[src/rtl/lt24_dct_pkg.sv]
// Shared constants and state encoding for the DCT trace packer.
// Symbols are packed LSB-first into fixed-width words.
package lt24_dct_pkg;

  localparam int DCT_SYM_W = 2;
  localparam int DCT_DEPTH = 15;
  localparam int DCT_BUF_W = 30;
  localparam int DCT_CNT_W = 4;

  typedef enum logic [1:0] {
    RUN   = 2'd0,
    FLUSH = 2'd1,
    ENDED = 2'd2
  } dct_state_e;

endpackage

[src/rtl/lt24_dct_trace_packer.sv]
// Packs 2-bit trace symbols into 30-bit words behind a one-deep output slot,
// with a flush-and-stop sequence driven by test_ending.
module lt24_dct_trace_packer
  import lt24_dct_pkg::*;
#(
  parameter int SYM_W = DCT_SYM_W,
  parameter int DEPTH = DCT_DEPTH
) (
  input  logic                   clk,
  input  logic                   reset,
  input  logic                   trace_valid,
  input  logic [SYM_W-1:0]       trace_data,
  output logic                   trace_ready,
  output logic [SYM_W*DEPTH-1:0] dct_buffer,
  output logic [DCT_CNT_W-1:0]   dct_count,
  output logic                   dct_valid,
  input  logic                   dct_ready,
  input  logic                   test_ending,
  output logic                   test_has_ended,
  output logic [15:0]            words_sent
);

  localparam int BUF_W = SYM_W * DEPTH;
  localparam logic [DCT_CNT_W-1:0] FULL_CNT = DCT_CNT_W'(DEPTH);

  dct_state_e             state_q, state_d;
  logic [BUF_W-1:0]       acc_q, acc_d;
  logic [DCT_CNT_W-1:0]   acc_cnt_q, acc_cnt_d;
  logic [DCT_CNT_W-1:0]   wr_pos;
  logic [DCT_CNT_W-1:0]   load_cnt;
  logic                   slot_free;
  logic                   load;
  logic                   accept;

  always_ff @(posedge clk) begin
    if (reset) begin
      state_q   <= RUN;
      acc_q     <= '0;
      acc_cnt_q <= '0;
    end else begin
      state_q   <= state_d;
      acc_q     <= acc_d;
      acc_cnt_q <= acc_cnt_d;
    end
  end

  always_comb begin
    state_d     = state_q;
    acc_d       = acc_q;
    acc_cnt_d   = acc_cnt_q;
    wr_pos      = acc_cnt_q;
    load        = 1'b0;
    load_cnt    = '0;
    trace_ready = 1'b0;
    slot_free   = !dct_valid || dct_ready;

    case (state_q)
      RUN: begin
        trace_ready = (acc_cnt_q != FULL_CNT) || slot_free;
        if ((acc_cnt_q == FULL_CNT) && slot_free) begin
          load     = 1'b1;
          load_cnt = FULL_CNT;
        end
        if (test_ending) begin
          state_d = FLUSH;
        end
      end
      FLUSH: begin
        // Partial words drain first; only an empty accumulator may end the test.
        if (slot_free) begin
          if (acc_cnt_q != '0) begin
            load     = 1'b1;
            load_cnt = acc_cnt_q;
          end else begin
            state_d = ENDED;
          end
        end
      end
      ENDED: begin
        state_d = ENDED;
      end
      default: begin
        state_d = RUN;
      end
    endcase

    accept = trace_valid && trace_ready;

    // Unwritten positions stay zero, so a flushed partial word is zero-padded.
    if (load) begin
      acc_d     = '0;
      acc_cnt_d = '0;
      wr_pos    = '0;
    end

    if (accept) begin
      for (int i = 0; i < DEPTH; i++) begin
        if (wr_pos == DCT_CNT_W'(i)) begin
          acc_d[i*SYM_W +: SYM_W] = trace_data;
        end
      end
      acc_cnt_d = wr_pos + DCT_CNT_W'(1);
    end
  end

  always_ff @(posedge clk) begin
    if (reset) begin
      dct_buffer <= '0;
      dct_count  <= '0;
      dct_valid  <= 1'b0;
    end else if (load) begin
      dct_buffer <= acc_q;
      dct_count  <= load_cnt;
      dct_valid  <= 1'b1;
    end else if (dct_ready) begin
      dct_valid  <= 1'b0;
    end
  end

  always_ff @(posedge clk) begin
    if (reset) begin
      words_sent <= '0;
    end else if (dct_valid && dct_ready && (words_sent != 16'hFFFF)) begin
      words_sent <= words_sent + 16'd1;
    end
  end

  assign test_has_ended = (state_q == ENDED);

endmodule

[config.mk]
export PLATFORM = sky130hd
export DESIGN_NAME = lt24_dct_trace_packer
export DESIGN_NICKNAME = d
export VERILOG_FILES = /design/src/rtl/lt24_dct_pkg.sv /design/src/rtl/lt24_dct_trace_packer.sv
export SDC_FILE = /design/constraint.sdc
export NUM_CORES = 1
export LEC_CHECK = 0
export BUFFER_PORTS_ARGS = -buffer_cell sky130_fd_sc_hd__buf_4
export CORE_MARGIN = 1.5
export CORE_UTILIZATION = 50
export DETAILED_ROUTE_END_ITERATION = 7
export GPL_TIMING_DRIVEN = 0
export PLACE_DENSITY_LB_ADDON = 0.05
export SLEW_MARGIN = 20
export SYNTH_ARGS = -nofsm -noshare
export SYNTH_HDL_FRONTEND = slang
export SYNTH_SLANG_ARGS = --single-unit
[constraint.sdc]
create_clock -name clk -period 2.6 [get_ports clk]
set_input_delay 0.52 -clock clk [delete_from_list [all_inputs] [get_ports clk]]
set_output_delay 0.52 -clock clk [all_outputs]
set_load 0.02 [all_outputs]
==> metrics.log, run 1 <==
[metrics] post-route worst hold slack: 0.404 ns
[metrics] status: completed
[metrics] placeable core region: 6910 µm²
[metrics] uppermost metal layer occupied by signal nets: met4
[metrics] latest clock arrival within the worst-skew pair: 0.36 ns
[metrics] Total Negative Setup Slacks: 0 ns
[metrics] setup-violating endpoint count in the final report: 0
[metrics] post-placement worst setup slack: 0.259 ns
[metrics] most frequently used cell type in the post-synthesis netlist: sky130_fd_sc_hd__nand2_1
[metrics] distinct cell type count of the synthesized netlist: 43
[metrics] share of cells above drive strength 1: 18.1%
[metrics] post-synthesis sequential area ratio: 48.2%
[metrics] final design utilization: 63.6%
[metrics] smallest setup slack after layout: 0.186 ns
[metrics] Worst Tran Pin Value: 0.967 ns
[metrics] PostCTS Resize Cnt: 0
[metrics] Met2 Routed Length: 3790 µm
[metrics] number of sinks on the clock net: 87
[metrics] number of placed instances with taps included: 584
[metrics] cell area after placement: 4180 µm²
[metrics] total setup buffers inserted after CTS: 0
[metrics] Final Skew: 0.00981 ns
[metrics] Via density: 5.57
[metrics] most used standard cells in the synthesized netlist: sky130_fd_sc_hd__nand2_1 (104), sky130_fd_sc_hd__dfxtp_1 (87), sky130_fd_sc_hd__a21oi_1 (44)
[metrics] Chip Width: 88.0 µm
[metrics] leakage power total: 1.62 nW
[metrics] worst voltage drop across the vdd grid: 0.409 mV
[metrics] portion of synthesized cell area occupied by the leading cell type: 48.2%
[metrics] critical path capture point type: flip-flop
[metrics] biggest area contributors in the synthesized netlist: sky130_fd_sc_hd__dfxtp_1 (48%), sky130_fd_sc_hd__nand2_1 (11%), sky130_fd_sc_hd__a21oi_1 (6.1%)
[metrics] Async S/R FF share, synth: 0%
[metrics] post-synth design cell area: 3610 µm²
[metrics] detailed-route wire length: 8610 µm
[metrics] gp weighted congestion: 0.879
[metrics] count of mapped cells out of synthesis: 429
[metrics] Metal-1 WL: 4220 µm
[metrics] count of boundary I/O pins: 60
[metrics] cts hold-fix bufs: 0
[metrics] top cell type by total area after synthesis: sky130_fd_sc_hd__dfxtp_1
[metrics] cell depth of the worst flop-to-flop path: 7
[metrics] Max-Cap Viols: 0
[metrics] Worst R2R Start: state_q[0]$_SDFFE_PP0P_
[metrics] number of max-slew violations in the final report: 0
[metrics] post-layout instance count excluding filler cells: 600
[metrics] maximum number of buffers from clock root to sink: 2
[metrics] antenna violations before repair: 0
[metrics] worst r2r dst: dct_buffer[1]$_SDFFE_PP0P_
[metrics] Worst R2R Setup Slack: 0.19 ns
[metrics] Synth Flop Type: sky130_fd_sc_hd__dfxtp_1
[metrics] total of warnings raised by yosys: 0
[metrics] First-pass DRT Iterations: 6
[metrics] final critical-path share of the clock period: 92.8%
[metrics] capture point of the critical path: dct_buffer[1]$_SDFFE_PP0P_
[metrics] number of global-route vias before repair: 2,842
[metrics] number of vias in the routed layout: 3,343
[metrics] mean post-synth cell area: 8.42 µm²
[metrics] unrepaired setup endpoints after global routing: no
[metrics] DRC errors left: 0
[metrics] summed area of non-filler cells in the final layout: 4390 µm²
[metrics] largest fanout on the critical path: 10
[metrics] detail-routed net length per standard cell: 14.3 µm
[metrics] class of the most critical setup path: flip-flop to flip-flop
[metrics] CTS root buffer: sky130_fd_sc_hd__clkbuf_8
[metrics] Cell Rows: 30
[metrics] floorplan die height: 88.0 µm
[metrics] critical path launch point: state_q[0]$_SDFFE_PP0P_
[metrics] Inserted Clock Buffers: 9
[metrics] maximum number of pins on one net before global-route repair: 15
[metrics] Post-layout nets: 511
[metrics] Total Die Area: 7750 µm²
[metrics] port bufs: 59
[metrics] Antenna Cells: 0
[metrics] worst relative slew slack: 35.0%
[metrics] highest achievable clock rate: 0.414 GHz
[metrics] number of synthesized register bits: 87
[metrics] post-detail-place hpwl: 6060 µm
[metrics] starting utilization of the core area: 52.3%
[metrics] Final ANT Viol Nets: 0
[metrics] Post-Syn Nets: 441
[metrics] Hold WC Path Type: input pin to flip-flop
[metrics] clock edge transition at the registers on the reported setup and hold paths: 0.09 ns
[metrics] overall track demand over capacity in global routing: 22.7%
[metrics] H-tree depth reported by CTS: 3
[metrics] TritonCTS clock tree: done
[metrics] shortest clock period the worst path allows after layout: 2.41 ns
[metrics] met3 WL: 496 µm
[metrics] DRT iter0 DRCs: 142
[metrics] number of flops mapped to enable cells by yosys: 0
[metrics] area overhead of the layout relative to synthesis: 21.5%
[metrics] data arrival time at the worst-slack endpoint: 2.71 ns
[metrics] Cell Pwr Density: 672 nW/µm²
[metrics] sum of internal, switching and leakage power: 2.95 mW
[metrics] startpoint class of the critical path: flip-flop
[metrics] wire length of the first global-routing pass: 13,600 µm
[metrics] Final Hold Fails: 0
[metrics] Remaining Overflow, GRT: 0
[metrics] required time at the endpoint of the critical path: 2.90 ns
-- registers in the layout (all words and copies together), names as in the netlist --
register    count
state_q         2
dct_count       4
dct_valid       1
acc_cnt_q       4
dct_buffer     30
acc_q          30
words_sent     16
-- cell usage in the layout, fill, tap and decap left out, drive strengths merged, types with 2 or more instances in the layout --
master  instances
a211oi          3
a21oi          44
a31oi           5
a32oi           2
and3            3
and4            3
and4b           2
buf            67
bufinv          2
clkbuf         32
dfxtp          87
ha              5
inv             8
mux2            8
mux2i           7
nand2         104
nand2b          3
nand3           8
nand4           6
nor2           21
nor2b          12
nor3            3
nor3b           2
nor4            3
o211ai         12
o21ai           2
o22ai          26
o31ai           4
or4             5
-- where the power goes --
| part | switching, mW | internal (mW) | total (mW) |
|---|---|---|---|
| Sequential | 0.0326 | 1.37 | 1.40 |
| Combinational | 0.335 | 0.180 | 0.515 |
| Clock | 0.486 | 0.544 | 1.03 |
-- layer usage --
layer | vias up | track usage, %
met5 | - | 0
met4 | 0 | 7.24
met3 | 9 | 4.81
met2 | 94 | 35.3
met1 | 1576 | 31.6
li1 | 1664 | -
-- how the worst min path moves through the flow --
| stage | cells after the start | slack (ns) | from | to |
|---|---|---|---|---|
| 3_5_place_dp | 2 | 0.45 | dct_buffer[27]$_SDFFE_PP0P_ | dct_buffer[27]$_SDFFE_PP0P_ |
| 3_3_place_gp | 2 | 0.44 | acc_q[0]$_SDFF_PP0_ | dct_buffer[0]$_SDFFE_PP0P_ |
| 5_1_grt | 3 | 0.43 | trace_data[1] | acc_q[15]$_SDFF_PP0_ |
| 6_report | 3 | 0.40 | trace_data[0] | acc_q[14]$_SDFF_PP0_ |
| 4_1_cts | 3 | 0.40 | trace_data[0] | acc_q[14]$_SDFF_PP0_ |
| 2_1_floorplan | 2 | 0.43 | acc_q[14]$_SDFF_PP0_ | dct_buffer[14]$_SDFFE_PP0P_ |
-- cells by family (layout without fill, tap and decap cells) --
family / after synthesis / count (layout) / share of synthesized area (%)
AO/OA/AOI/OAI: 107 / 107 / 18.5
XOR/XNOR: 1 / 1 / 0.242
adder cells (fa/ha/maj): 5 / 5 / 1.73
buffers and inverters: 36 / 111 / 4.40
flip-flops: 87 / 87 / 48.2
multiplexers: 15 / 15 / 4.43
AND/OR/NAND/NOR: 178 / 178 / 22.5
-- area by class of cell --
class / instances / area [µm²]
clock inverter: 5 / 81.3
buffer: 29 / 133
inverter: 7 / 26.3
tap: 96 / 120
clock buffer: 11 / 131
sequential: 87 / 1740
multi-input combinational: 306 / 1710
fill: 651 / 2520
timing repair buffer: 59 / 443
-- worst max-delay path: stages (launching register included) --
cell,delay (ns)
sky130_fd_sc_hd__dfxtp_1,0.34
sky130_fd_sc_hd__inv_1,0.11
sky130_fd_sc_hd__ha_1,0.20
sky130_fd_sc_hd__a41oi_1,0.17
sky130_fd_sc_hd__nor4_1,0.82
sky130_fd_sc_hd__clkbuf_1,0.43
sky130_fd_sc_hd__nand2_1,0.14
sky130_fd_sc_hd__a21oi_1,0.14
Power figures use the tool's default switching activity.
==> run 2, diff against run 1 <==
--- a/config.mk
+++ b/config.mk
@@ -6,8 +6,9 @@
 export NUM_CORES = 1
 export LEC_CHECK = 0
 export BUFFER_PORTS_ARGS = -buffer_cell sky130_fd_sc_hd__buf_4
-export CORE_MARGIN = 1.5
+export CORE_MARGIN = 2
 export CORE_UTILIZATION = 50
+export CTS_CLUSTER_DIAMETER = 120
 export DETAILED_ROUTE_END_ITERATION = 7
 export GPL_TIMING_DRIVEN = 0
 export PLACE_DENSITY_LB_ADDON = 0.05
==> run 2 against run 1 <==
  * Combinational power is 1% lower
  * Global-route usage is 0.31 points lower
  * Cell area is 0.68% lower
  * Clock-buffer cell count stayed put
  * Sequential cell count stayed put
  * Clock power is 15% lower
  * First-iteration DRC count is 8.5% higher
  * Worst setup slack better by 0.060 ns
  * Critical path depth is 2 lower
  * Critical endpoint is now trace_ready
==> metrics.log, run 2 (synthesized netlist as in run 1, its figures left out) <==
[metrics] Final Skew: 0.00977 ns
[metrics] detail-routed net length per standard cell: 14.2 µm
[metrics] TritonCTS clock tree: done
[metrics] Hold WC Path Type: input pin to flip-flop
[metrics] Antenna Cells: 0
[metrics] largest fanout on the critical path: 10
[metrics] number of global-route vias before repair: 2,864
[metrics] maximum number of pins on one net before global-route repair: 16
[metrics] Int Pwr: 1.93 mW
[metrics] Cell Pwr Density: 640 nW/µm²
[metrics] required time at the endpoint of the critical path: 2.08 ns
[metrics] CTS root buffer: sky130_fd_sc_hd__clkbuf_8
[metrics] final critical-path share of the clock period: 90.5%
[metrics] fraction of power spent switching nets: 30.8%
[metrics] port bufs: 59
[metrics] share of cells above drive strength 1: 18.3%
[metrics] worst voltage drop across the vdd grid: 0.473 mV
[metrics] shortest clock period the worst path allows after layout: 2.35 ns
[metrics] Total Negative Setup Slacks: 0 ns
[metrics] Max-Cap Viols: 0
[metrics] setup-violating endpoint count in the final report: 0
[metrics] number of placed instances with taps included: 584
[metrics] most frequent cells in the layout: sky130_fd_sc_hd__nand2_1 (104), sky130_fd_sc_hd__dfxtp_1 (87), sky130_fd_sc_hd__buf_4 (62)
[metrics] Final ANT Viol Nets: 0
[metrics] critical path capture point type: output pin
[metrics] latest clock arrival within the worst-skew pair: 0.35 ns
[metrics] startpoint class of the critical path: flip-flop
[metrics] net switching power of the design: 0.858 mW
[metrics] capture point of the critical path: trace_ready
[metrics] area overhead of the layout relative to synthesis: 20.6%
[metrics] unrepaired setup endpoints after global routing: no
[metrics] worst relative slew slack: 43.7%
[metrics] gp weighted congestion: 0.892
[metrics] clock edge transition at the registers on the reported setup and hold paths: 0.09 ns
[metrics] H-tree depth reported by CTS: 3
[metrics] total setup buffers inserted after CTS: 0
[metrics] critical path launch point: acc_cnt_q[2]$_SDFF_PP0_
[metrics] maximum number of buffers from clock root to sink: 2
[metrics] Chip Width: 89.0 µm
[metrics] Final Hold Fails: 0
[metrics] status: completed
[metrics] cts hold-fix bufs: 0
[metrics] PostCTS Resize Cnt: 0
[metrics] Via density: 5.50
[metrics] class of the most critical setup path: flip-flop to output pin
[metrics] placeable core region: 6910 µm²
[metrics] sum of internal, switching and leakage power: 2.79 mW
[metrics] Clk network pwr share: 31.4%
[metrics] floorplan die height: 89.0 µm
[metrics] biggest regs: acc_q: 30 flops, dct_buffer: 30 flops, words_sent: 16 flops
[metrics] number of vias in the routed layout: 3,298
[metrics] antenna violations before repair: 0
[metrics] leading cell type in the layout, fill and taps excluded: sky130_fd_sc_hd__nand2_1
[metrics] power share of the combinational group: 18.3%
[metrics] number of sinks on the clock net: 87
[metrics] number of max-slew violations in the final report: 0
[metrics] data arrival time at the worst-slack endpoint: 1.83 ns
[metrics] Post-layout nets: 511
[metrics] cell depth of the worst flop-to-flop path: 7
[metrics] starting utilization of the core area: 52.3%
[metrics] proportion of power drawn by flip-flops and latches: 50.4%
[metrics] overall track demand over capacity in global routing: 22.4%
[metrics] Worst Tran Pin Value: 0.837 ns
[metrics] count of boundary I/O pins: 60
[metrics] detailed-route wire length: 8500 µm
[metrics] post-layout instance count excluding filler cells: 600
[metrics] highest achievable clock rate: 0.425 GHz
[metrics] post-detail-place hpwl: 6070 µm
[metrics] startpoint of the worst hold path: trace_data[0]
[metrics] First-pass DRT Iterations: 4
[metrics] Cell Rows: 30
[metrics] DRT iter0 DRCs: 154
[metrics] wire length of the first global-routing pass: 13,600 µm
[metrics] Worst R2R Setup Slack: 0.31 ns
[metrics] Remaining Overflow, GRT: 0
[metrics] worst r2r dst: dct_buffer[1]$_SDFFE_PP0P_
[metrics] DRC errors left: 0
[metrics] Inserted Clock Buffers: 9
[metrics] Worst R2R Start: state_q[0]$_SDFFE_PP0P_
[metrics] leakage power total: 1.60 nW
[metrics] Total Die Area: 7920 µm²
## run 2: cell types whose count changed in the layout (fill, tap and decap cells not counted)
cell | previous run | this run
sky130_fd_sc_hd__clkbuf_1 | 23 | 22
sky130_fd_sc_hd__clkinv_4 | 0 | 2
sky130_fd_sc_hd__bufinv_16 | 2 | 0
sky130_fd_sc_hd__clkinv_2 | 1 | 0
sky130_fd_sc_hd__clkbuf_8 | 9 | 10
sky130_fd_sc_hd__clkinvlp_4 | 1 | 2
## run 2: power by group through the flow
stage | clock network [mW] | logic (mW) | registers [mW]
5_1_grt | 0.947 | 0.563 | 1.41
3_5_place_dp | 0 | 0.505 | 1.43
3_3_place_gp | 0 | 0.503 | 1.43
2_1_floorplan | 0 | 0.366 | 1.43
4_1_cts | 0.890 | 0.507 | 1.40
6_report | 0.875 | 0.509 | 1.40
## run 2: area by class of cell
cell class / count / area [µm²]
plain buffers: 29 / 133
clock buffers: 11 / 141
flip-flops and latches: 87 / 1740
clock inverters: 5 / 41.3
repair buffers: 59 / 443
fillers: 656 / 2550
inverters: 7 / 26.3
well taps: 96 / 120
multi-input cells: 306 / 1710
## run 2: worst min-delay path by stage
stage	cells past startpoint	slack, ns	end
global placement	2	0.44	dct_buffer[0]$_SDFFE_PP0P_
CTS	3	0.42	acc_q[14]$_SDFF_PP0_
floorplan	2	0.43	dct_buffer[14]$_SDFFE_PP0P_
global route	3	0.44	acc_q[15]$_SDFF_PP0_
detailed placement	2	0.44	dct_buffer[19]$_SDFFE_PP0P_
finish	3	0.42	acc_q[14]$_SDFF_PP0_
## run 2: through the flow
stage / util, % / cell area, µm² / setup WS (ns) / hold slack, ns
finish: 63.1 / 4360 / 0.246 / 0.422
global route: 63.1 / 4360 / 0.0549 / 0.438
CTS: 63.1 / 4360 / 0.288 / 0.419
detailed placement: 60.5 / 4180 / 0.276 / 0.443
global placement: 60.5 / 4180 / 0.302 / 0.443
floorplan: - / 3610 / 0.775 / 0.431
## run 2: worst max-delay path, stage by stage, from the launching register on
cell and delay (ns):
sky130_fd_sc_hd__dfxtp_1 0.38, sky130_fd_sc_hd__clkbuf_1 0.33, sky130_fd_sc_hd__nand4_1 0.24, sky130_fd_sc_hd__nor2_1 0.28
sky130_fd_sc_hd__nor2b_1 0.09, sky130_fd_sc_hd__buf_4 0.16
## run 2: per-layer routing
layer | vias up | track usage (%) | share of wire [%] | routed length, µm
met3 | 9 | 3.69 | 4.8 | 408
met5 | - | 0 | 0 | 0
met4 | 0 | 7.73 | 1.4 | 115
met1 | 1543 | 32.8 | 49 | 4140
li1 | 1667 | - | - | -
met2 | 79 | 33.6 | 45 | 3830
